<file path="config.mk">
export PLATFORM = sky130hd
export DESIGN_NAME = ahb_master_port
export DESIGN_NICKNAME = d
export VERILOG_FILES = /design/src/rtl/ahb_master_port.sv
export SDC_FILE = /design/constraint.sdc
export NUM_CORES = 1
export LEC_CHECK = 0
export BUFFER_PORTS_ARGS = -buffer_cell sky130_fd_sc_hd__buf_2
export CORE_UTILIZATION = 30
export CTS_CLUSTER_DIAMETER = 30
export CTS_CLUSTER_SIZE = 12
export DETAILED_ROUTE_END_ITERATION = 8
export PLACE_DENSITY = 0.48
export REMOVE_ABC_BUFFERS = 1
export SKIP_LAST_GASP = 1
export SYNTH_ARGS = -nofsm -noshare
export SYNTH_HDL_FRONTEND = slang
export SYNTH_SLANG_ARGS = --single-unit
</file>
<file path="constraint.sdc">
create_clock -name HCLK -period 8.59 [get_ports HCLK]
set_input_delay 1.718 -clock HCLK [delete_from_list [all_inputs] [get_ports HCLK]]
set_output_delay 1.718 -clock HCLK [all_outputs]
set_load 0.02 [all_outputs]
</file>
<file path="src/rtl/ahb_master_port.sv">
// ahb_master_port
// Bus-master front end for one slot of the round-robin AHB arbiter. Local
// commands are queued in a small FIFO and issued as AHB single transfers
// while the grant is held. Every completed transfer returns a one-cycle
// response.
//
// Ports
//   HCLK, HRESET            clock, asynchronous active-high reset
//   cmd_valid/cmd_ready     command handshake (accepted on valid & ready)
//   cmd_write/addr/wdata    command contents
//   rsp_valid/rsp_rdata     one-cycle completion pulse, read data (0 for writes)
//   mHBUSREQ/mHGRANT        arbiter request / grant
//   mHADDR/mHWRITE/mHTRANS  AHB address phase (registered)
//   mHWDATA/mHRDATA/HREADY  AHB data phase
//   busy                    FIFO non-empty or transfer in progress
module ahb_master_port #(
  parameter int unsigned ADDR_W = 32,
  parameter int unsigned DATA_W = 32,
  parameter int unsigned DEPTH  = 4
) (
  input  logic              HCLK,
  input  logic              HRESET,
  input  logic              cmd_valid,
  output logic              cmd_ready,
  input  logic              cmd_write,
  input  logic [ADDR_W-1:0] cmd_addr,
  input  logic [DATA_W-1:0] cmd_wdata,
  output logic              rsp_valid,
  output logic [DATA_W-1:0] rsp_rdata,
  output logic              mHBUSREQ,
  input  logic              mHGRANT,
  output logic [ADDR_W-1:0] mHADDR,
  output logic              mHWRITE,
  output logic [1:0]        mHTRANS,
  output logic [DATA_W-1:0] mHWDATA,
  input  logic [DATA_W-1:0] mHRDATA,
  input  logic              HREADY,
  output logic              busy
);

  localparam int unsigned PTR_W = $clog2(DEPTH);
  localparam logic [1:0] HTRANS_IDLE   = 2'b00;
  localparam logic [1:0] HTRANS_NONSEQ = 2'b10;

  typedef enum logic [1:0] {ST_IDLE, ST_REQ, ST_ADDR, ST_DATA} state_t;

  typedef struct packed {
    logic              write;
    logic [ADDR_W-1:0] addr;
    logic [DATA_W-1:0] wdata;
  } entry_t;

  entry_t mem [DEPTH];

  state_t         state, state_nxt;
  logic [PTR_W:0] wr_ptr, rd_ptr, wr_ptr_nxt, rd_ptr_nxt;
  logic [PTR_W-1:0] wr_idx, rd_idx, rd_idx_nxt;
  logic           empty, full, push, pop, remain, bypass;

  assign wr_idx     = wr_ptr[PTR_W-1:0];
  assign rd_idx     = rd_ptr[PTR_W-1:0];
  assign rd_idx_nxt = rd_ptr_nxt[PTR_W-1:0];

  assign empty = (wr_ptr == rd_ptr);
  assign full  = (wr_ptr[PTR_W] != rd_ptr[PTR_W]) && (wr_idx == rd_idx);

  assign cmd_ready = ~full;
  assign push      = cmd_valid & ~full;
  assign pop       = (state == ST_DATA) && HREADY;

  assign wr_ptr_nxt = wr_ptr + {{PTR_W{1'b0}}, push};
  assign rd_ptr_nxt = rd_ptr + {{PTR_W{1'b0}}, pop};

  // Occupancy after this edge, counting a same-edge push.
  assign remain = (wr_ptr_nxt != rd_ptr_nxt);

  // When the only queued entry pops on the edge a new command is pushed,
  // the next head is still on the command inputs, not in the array.
  assign bypass = push && (rd_ptr_nxt == wr_ptr);

  assign busy = ~empty | (state != ST_IDLE);

  always_comb begin
    state_nxt = state;
    case (state)
      ST_IDLE: if (!empty) state_nxt = ST_REQ;
      ST_REQ:  if (mHGRANT) state_nxt = ST_ADDR;
      ST_ADDR: state_nxt = mHGRANT ? ST_DATA : ST_REQ;
      ST_DATA: if (HREADY) state_nxt = (remain && mHGRANT) ? ST_ADDR : ST_IDLE;
      default: state_nxt = ST_IDLE;
    endcase
  end

  always_ff @(posedge HCLK) begin
    if (push) mem[wr_idx] <= '{write: cmd_write, addr: cmd_addr, wdata: cmd_wdata};
  end

  // AHB outputs are computed from the next state so they are plain flops
  // with no combinational path from mHGRANT or HREADY.
  always_ff @(posedge HCLK or posedge HRESET) begin
    if (HRESET) begin
      state     <= ST_IDLE;
      wr_ptr    <= '0;
      rd_ptr    <= '0;
      mHBUSREQ  <= 1'b0;
      mHTRANS   <= HTRANS_IDLE;
      mHADDR    <= '0;
      mHWRITE   <= 1'b0;
      mHWDATA   <= '0;
      rsp_valid <= 1'b0;
      rsp_rdata <= '0;
    end else begin
      state    <= state_nxt;
      wr_ptr   <= wr_ptr_nxt;
      rd_ptr   <= rd_ptr_nxt;
      mHBUSREQ <= (state_nxt != ST_IDLE);
      mHTRANS  <= (state_nxt == ST_ADDR) ? HTRANS_NONSEQ : HTRANS_IDLE;
      if (state_nxt == ST_ADDR) begin
        mHADDR  <= bypass ? cmd_addr  : mem[rd_idx_nxt].addr;
        mHWRITE <= bypass ? cmd_write : mem[rd_idx_nxt].write;
      end
      if ((state == ST_ADDR) && (state_nxt == ST_DATA)) mHWDATA <= mem[rd_idx].wdata;
      rsp_valid <= pop;
      if (pop) rsp_rdata <= mem[rd_idx].write ? '0 : mHRDATA;
    end
  end

endmodule
</file>
After elaboration in Yosys (flattened, before gate mapping)
Memory sizes are Yosys's and may differ from the RTL's.
Cells that the tools add are included.
{"block": "totals", "reg_bits": 109, "mem_bits_rw": 260, "input_bits": 102, "out_inout_bits": 103, "elab_cells": 47, "memories": 1}
{"memory": "mem", "words": 4, "word_bits": 65, "read_ports": 2, "rd_clocked_by_memory_dff": 0, "wr": 1, "line": "53", "text": "entry_t mem [DEPTH];"}
{"block": "op_classes", "addsub": 2, "eq_ne": 10, "n_mux": 12, "n_bitwise": 4, "n_reduce_logical": 8}
{"operator": "$mux 32", "n": 2}
{"operator": "$mux 2", "n": 6}
{"operator": "$eq 2x2->1 const B", "n": 4}
{"operator": "$pmux 2 s4", "n": 1}
{"operator": "$add 3x1->3", "n": 2}
{"operator": "$eq 3x3->1", "n": 2}
{"operator": "$logic_and 1x1->1", "n": 5}
{"operator": "$reduce_bool 2->1", "n": 2}
{"operator": "$mux 1", "n": 3}
{"operator": "$ne 3x3->1", "n": 1}
{"operator": "$eq 2x1->1 const B", "n": 1}
{"operator": "$eq 2x2->1", "n": 1}
{"operator": "$logic_not 2->1", "n": 1}
{"operator": "$not 1->1", "n": 2}
{"operator": "$and 1x1->1", "n": 1}
{"operator": "$ne 1x1->1", "n": 1}
{"operator": "$or 1x1->1", "n": 1}

Logic depth before layout (Yosys ltp)
{"block": "logic_depth", "ltp_word": 12, "depth_mapped": 13, "ltp_nobuf": 10}

Worst setup path after synthesis
Ideal clock, no wire load.
{"block": "synth_timing", "kind": "input port to flip-flop", "start": "in cmd_valid", "end": "mem mem[1][0] in the netlist's numbering (enable)", "setup_time_ps": 581, "arrival_time_ps": 6598, "required_ps": 8009, "setup_slack_ps": 1411, "path_stages": 2, "path_buffers": 0, "cell_sequence": "o31ai_2 -> nor3b_1"}
{"block": "synth_between", "elab_chain_len": 3}
{"element": "from (decl)", "line": "23", "text": "input logic cmd_valid,"}
{"element": "$and 1x1->1", "line": "68", "text": "assign push = cmd_valid & ~full;"}
{"element": "$mux 1", "line": "95", "text": "if (push) mem[wr_idx] <= '{write: cmd_write, addr: cmd_addr, wdata: cmd_wdata};"}
{"element": "$mux 1 (implied by the code)", "line": "95"}
{"element": "to (decl)", "line": "53"}
Every way passes these cells.

Final worst setup path
{"block": "layout_timing", "start": "in HREADY", "end": "reg mHADDR[4]"}
{"block": "layout_between", "elab_chain_len": 8, "elab_cells_between_ends": 12, "cone_classes": "add/sub: 1; eq/ne: 3; mux: 4; reduce/logical: 3; memory: 1"}
{"element": "from (decl)", "line": "37", "text": "input logic HREADY,"}
{"element": "$logic_and 1x1->1 *", "line": "69", "text": "assign pop = (state == ST_DATA) && HREADY;"}
{"element": "$add 3x1->3 *", "line": "72", "text": "assign rd_ptr_nxt = rd_ptr + {{PTR_W{1'b0}}, pop};"}
{"element": "via rd_ptr_nxt[1]", "line": "56", "text": "logic [PTR_W:0] wr_ptr, rd_ptr, wr_ptr_nxt, rd_ptr_nxt;"}
{"element": "$ne 3x3->1", "line": "75", "text": "assign remain = (wr_ptr_nxt != rd_ptr_nxt);"}
{"element": "$logic_and 1x1->1", "line": "89", "text": "ST_DATA: if (HREADY) state_nxt = (remain && mHGRANT) ? ST_ADDR : ST_IDLE;"}
{"element": "$mux 2 (2 in a row)", "line": "89"}
{"element": "$pmux 2 s4", "line": "85", "text": "case (state)"}
{"element": "$eq 2x2->1", "line": "118", "text": "if (state_nxt == ST_ADDR) begin"}
{"element": "to (signal assigned)", "line": "119", "text": "mHADDR <= bypass ? cmd_addr : mem[rd_idx_nxt].addr;"}
{"element": "to (decl)", "line": "32", "text": "output logic [ADDR_W-1:0] mHADDR,"}
The timed path passes the listed nets; every way through them passes the cells marked *.
A chain may end at the register's enable or synchronous reset.

==> flow_summary.yaml <==
global_route:
  grt_use_total_pct: 13.9
  grt_util_met2_pct: 23.0
  grt_util_met3_pct: 5.07
  grt-busiest-layer: "met2"
  grt_pass1_wl_um: 49000
  antenna_found_initial: 4
  grt_overflow_total: 0
  grt_pass1_vias: 8052
  grt_start_max_net_pins: 63
  use_met1_pct: 16.4
worst_setup_path:
  path_cells: "buf_2, nand3_1, inv_1, ha_2, ha_2, buf_4, xor2_1, nor4_4, buf_4, mux2_1, mux2_4"
  max_stage_delay_ps: 800
  cp-start-kind: "input pin"
  worstReg2RegStart: "rd_ptr[1]$_DFF_PP0_"
  startpoint: "HREADY"
  worst-setup-path-type: "input pin to flop"
  critPathBufInv: 4
  required_ps: 9050
  path_delay_family: "buffers and inverters"
  crit_slowest_cell: "inv_1"
  critPathMaxFanout: 36
  cp.arrival_ps: 5320
  crit_path_end_kind: "flop"
timing:
  tns_ps: 0
  rsz0062_at_grt: "false"
  slew_viol_final: 0
  setup_violations: 0
  tightestPinTransition_ps: 1090
  whs_ps: 463
  setup_slack_ps: 3730
  period_needed_ps: 4860
  fin_crit_sh_pct: 56.6
  finalHoldViolCount: 0
  relSlewSlack_pct: 26.9
  fmaxAchievable_mhz: 206
  skew_ps: 20.1
clock_network:
  cts_resized: 0
  cts_sinks: 368
  cts_tree: "yes"
  clk_path_buf_depth: 3
  clkLatencyLatePin_ps: 600
  numCtsBuffers: 90
  htreeDepth: 3
  cts_root_buffer: "clkbuf_16"
  cts.clk_slew.worst_paths_ps: 40
  holdBufCountCts: 0
  postCtsSetupBuffers: 0
floorplan:
  die_y_um: 219
  die_w_um: 219
  core_um2: 46600
  start_util_pct: 30.4
  num_rows: 79
  dieArea_um2: 48100
  io_pins: 205
logic_synthesis:
  ys_ff_latch: 368
  ys_seq_area_share_pct: 74.2
  yosysWarningCount: 0
  synth_cells: 708
  synthArstFlopShare_pct: 29.3
  synth_edf_count: 260
  netlist-cell-type-count: 35
  syn_area_per_cell_um2: 20.0
  syn_area_um2: 14200
  synth_ff_type: "edfxtp_1"
power_and_ir_drop:
  p_sw_share_pct: 29.6
  static-leakage-power_nw: 7.38
  p_sw_w: 0.00252
  seqPwrFrac_pct: 32.0
  ir_drop_uv: 213
  power_density_nw_per_um2: 446
  pwr-share-comb_pct: 27.1
  internal_power_w: 0.00598
  clockPowerShare_pct: 40.9
route:
  drt_iter0_drc: 353
  wl_um: 32400
  route.detailed.drc: 0
  firstDrtPassIters: 4
  avgRoutedWirePerCell_um: 19.5
  routed_via_density: 4.48
  vias: 7449
  drtAntennaViolNets: 0
final_layout:
  nets: 1084
  diodes: 0
  drive_gt1_share_pct: 46.9
  syn_to_final_growth_pct: 34.5
place:
  hpwlAfterDp_um: 18000
  io_buffers: 203
  dp_slack_ps: 3040
  gp_congestion: 0.695
worst_hold_path:
  hold_path.class: "flop to flop"
  holdCritStartpoint: "rsp_rdata[26]$_DFFE_PP0P_"
status:
  status: "complete, no violations"
job:
  drv_cap: 0
path summary, 6_finish.rpt:
check	to	slack, ps	cells after the start
worst max register to register	mHADDR[27]$_DFFE_PP0N_	4430	10
max in group asynchronous	rd_ptr[0]$_DFF_PP0_	6120	3
min in group asynchronous	rsp_rdata[7]$_DFFE_PP0P_	1250	2
worst min-delay path	rsp_rdata[26]$_DFFE_PP0P_	460	2
worst max-delay path	mHADDR[4]$_DFFE_PP0N_	3730	11
worst min register to register	rsp_rdata[26]$_DFFE_PP0P_	460	2
through the flow:
stage	cell area (µm²)	cells	power (W)	utilization [%]
3_5_place_dp	15900	1493	0.00513	34.1
5_1_grt	19000	1663	0.00894	40.9
6_report	19000	1663	0.00850	40.9
2_1_floorplan	14000	671	0.00437	-
4_1_cts	19000	1663	0.00866	40.9
3_3_place_gp	15900	1493	0.00511	34.1
worst register-to-register path, stage by stage (launching register included):
cell and delay [ps]:
dfrtp_2 1040, xor2_1 220, o31ai_2 560, inv_1 170, ha_1 220, ha_1 320, xor2_1 150, nor3_1 220
a22oi_2 140, nand2b_4 600, mux2_2 420
power groups by stage:
| stage | Clock, W | Combinational, W | Sequential, W |
|---|---|---|---|
| floorplan | 0 | 0.00136 | 0.00301 |
| global placement | 0 | 0.00235 | 0.00275 |
| detailed placement | 0 | 0.00237 | 0.00276 |
| CTS | 0.00355 | 0.00238 | 0.00274 |
| global route | 0.00364 | 0.00252 | 0.00278 |
| finish | 0.00347 | 0.00230 | 0.00272 |
layer usage:
metal / wire length (µm) / share of wire [%]
met5: 50 / 0.15
met4: 747 / 2.3
met3: 1980 / 6.1
met2: 16400 / 51
met1: 13200 / 41
state kept, by name, indices dropped and copies added, names as in the netlist:
| signal | flops |
|---|---|
| mHADDR | 32 |
| rsp_valid | 1 |
| rd_ptr | 3 |
| mHBUSREQ | 1 |
| mHTRANS | 1 |
| mHWRITE | 1 |
| mem | 260 |
| rsp_rdata | 32 |
| state | 2 |
| mHWDATA | 32 |
| wr_ptr | 3 |
layout make-up:
class / instances / area [µm²]
clock inverter: 60 / 756
fill: 4192 / 27500
multi-input combinational: 299 / 3470
clock buffer: 110 / 2420
inverter: 4 / 20.0
timing repair buffer: 215 / 1110
sequential: 368 / 10500
tap: 607 / 759
Yosys cell counts (2+ instances only):
library cell	instances	area (µm²)
o21ai_0	33	165
clkbuf_1	20	75.1
mux4_2	66	1490
buf_6	4	45.0
dfrtp_1	108	2700
buf_2	5	25.0
ha_1	4	50.1
buf_1	4	15.0
mux2_2	23	259
or2_1	2	12.5
buf_4	4	30.0
xor2_1	9	78.8
inv_1	3	11.3
mux2_4	29	435
nand2_1	67	251
mux2_1	47	529
xnor2_1	2	17.5
edfxtp_1	260	7810
nor3_1	2	10.0
cell usage in the layout, fill, tap and decap left out, types with 2 or more instances in the layout:
master,count
o21ai_0,33
clkinv_4,4
mux4_2,66
or2_1,2
buf_2,203
mux2_4,29
dfrtp_1,106
inv_1,2
clkbuf_8,5
edfxtp_1,260
mux2_2,23
ha_1,2
clkbuf_16,92
dfrtp_2,2
buf_4,12
inv_6,6
xor2_1,9
xnor2_1,2
nand2_1,67
clkinvlp_4,10
clkinv_2,13
clkinv_8,3
bufinv_16,15
clkbuf_1,13
clkinv_1,10
ha_2,2
mux2_1,47
cells by family after synthesis:
group                      Yosys count  synth area share, %
xor gates and xnor gates            12                0.840
DFF                                368                 74.2
other                                1               0.0265
adders and majority gates            4                0.354
and+or+nand+nor                     81                 2.53
buffers and inverters               41                 1.45
AOI/OAI and AO/OA                   36                 1.42
muxes                              165                 19.1
Note: power is estimated with default switching activity, not from simulation.
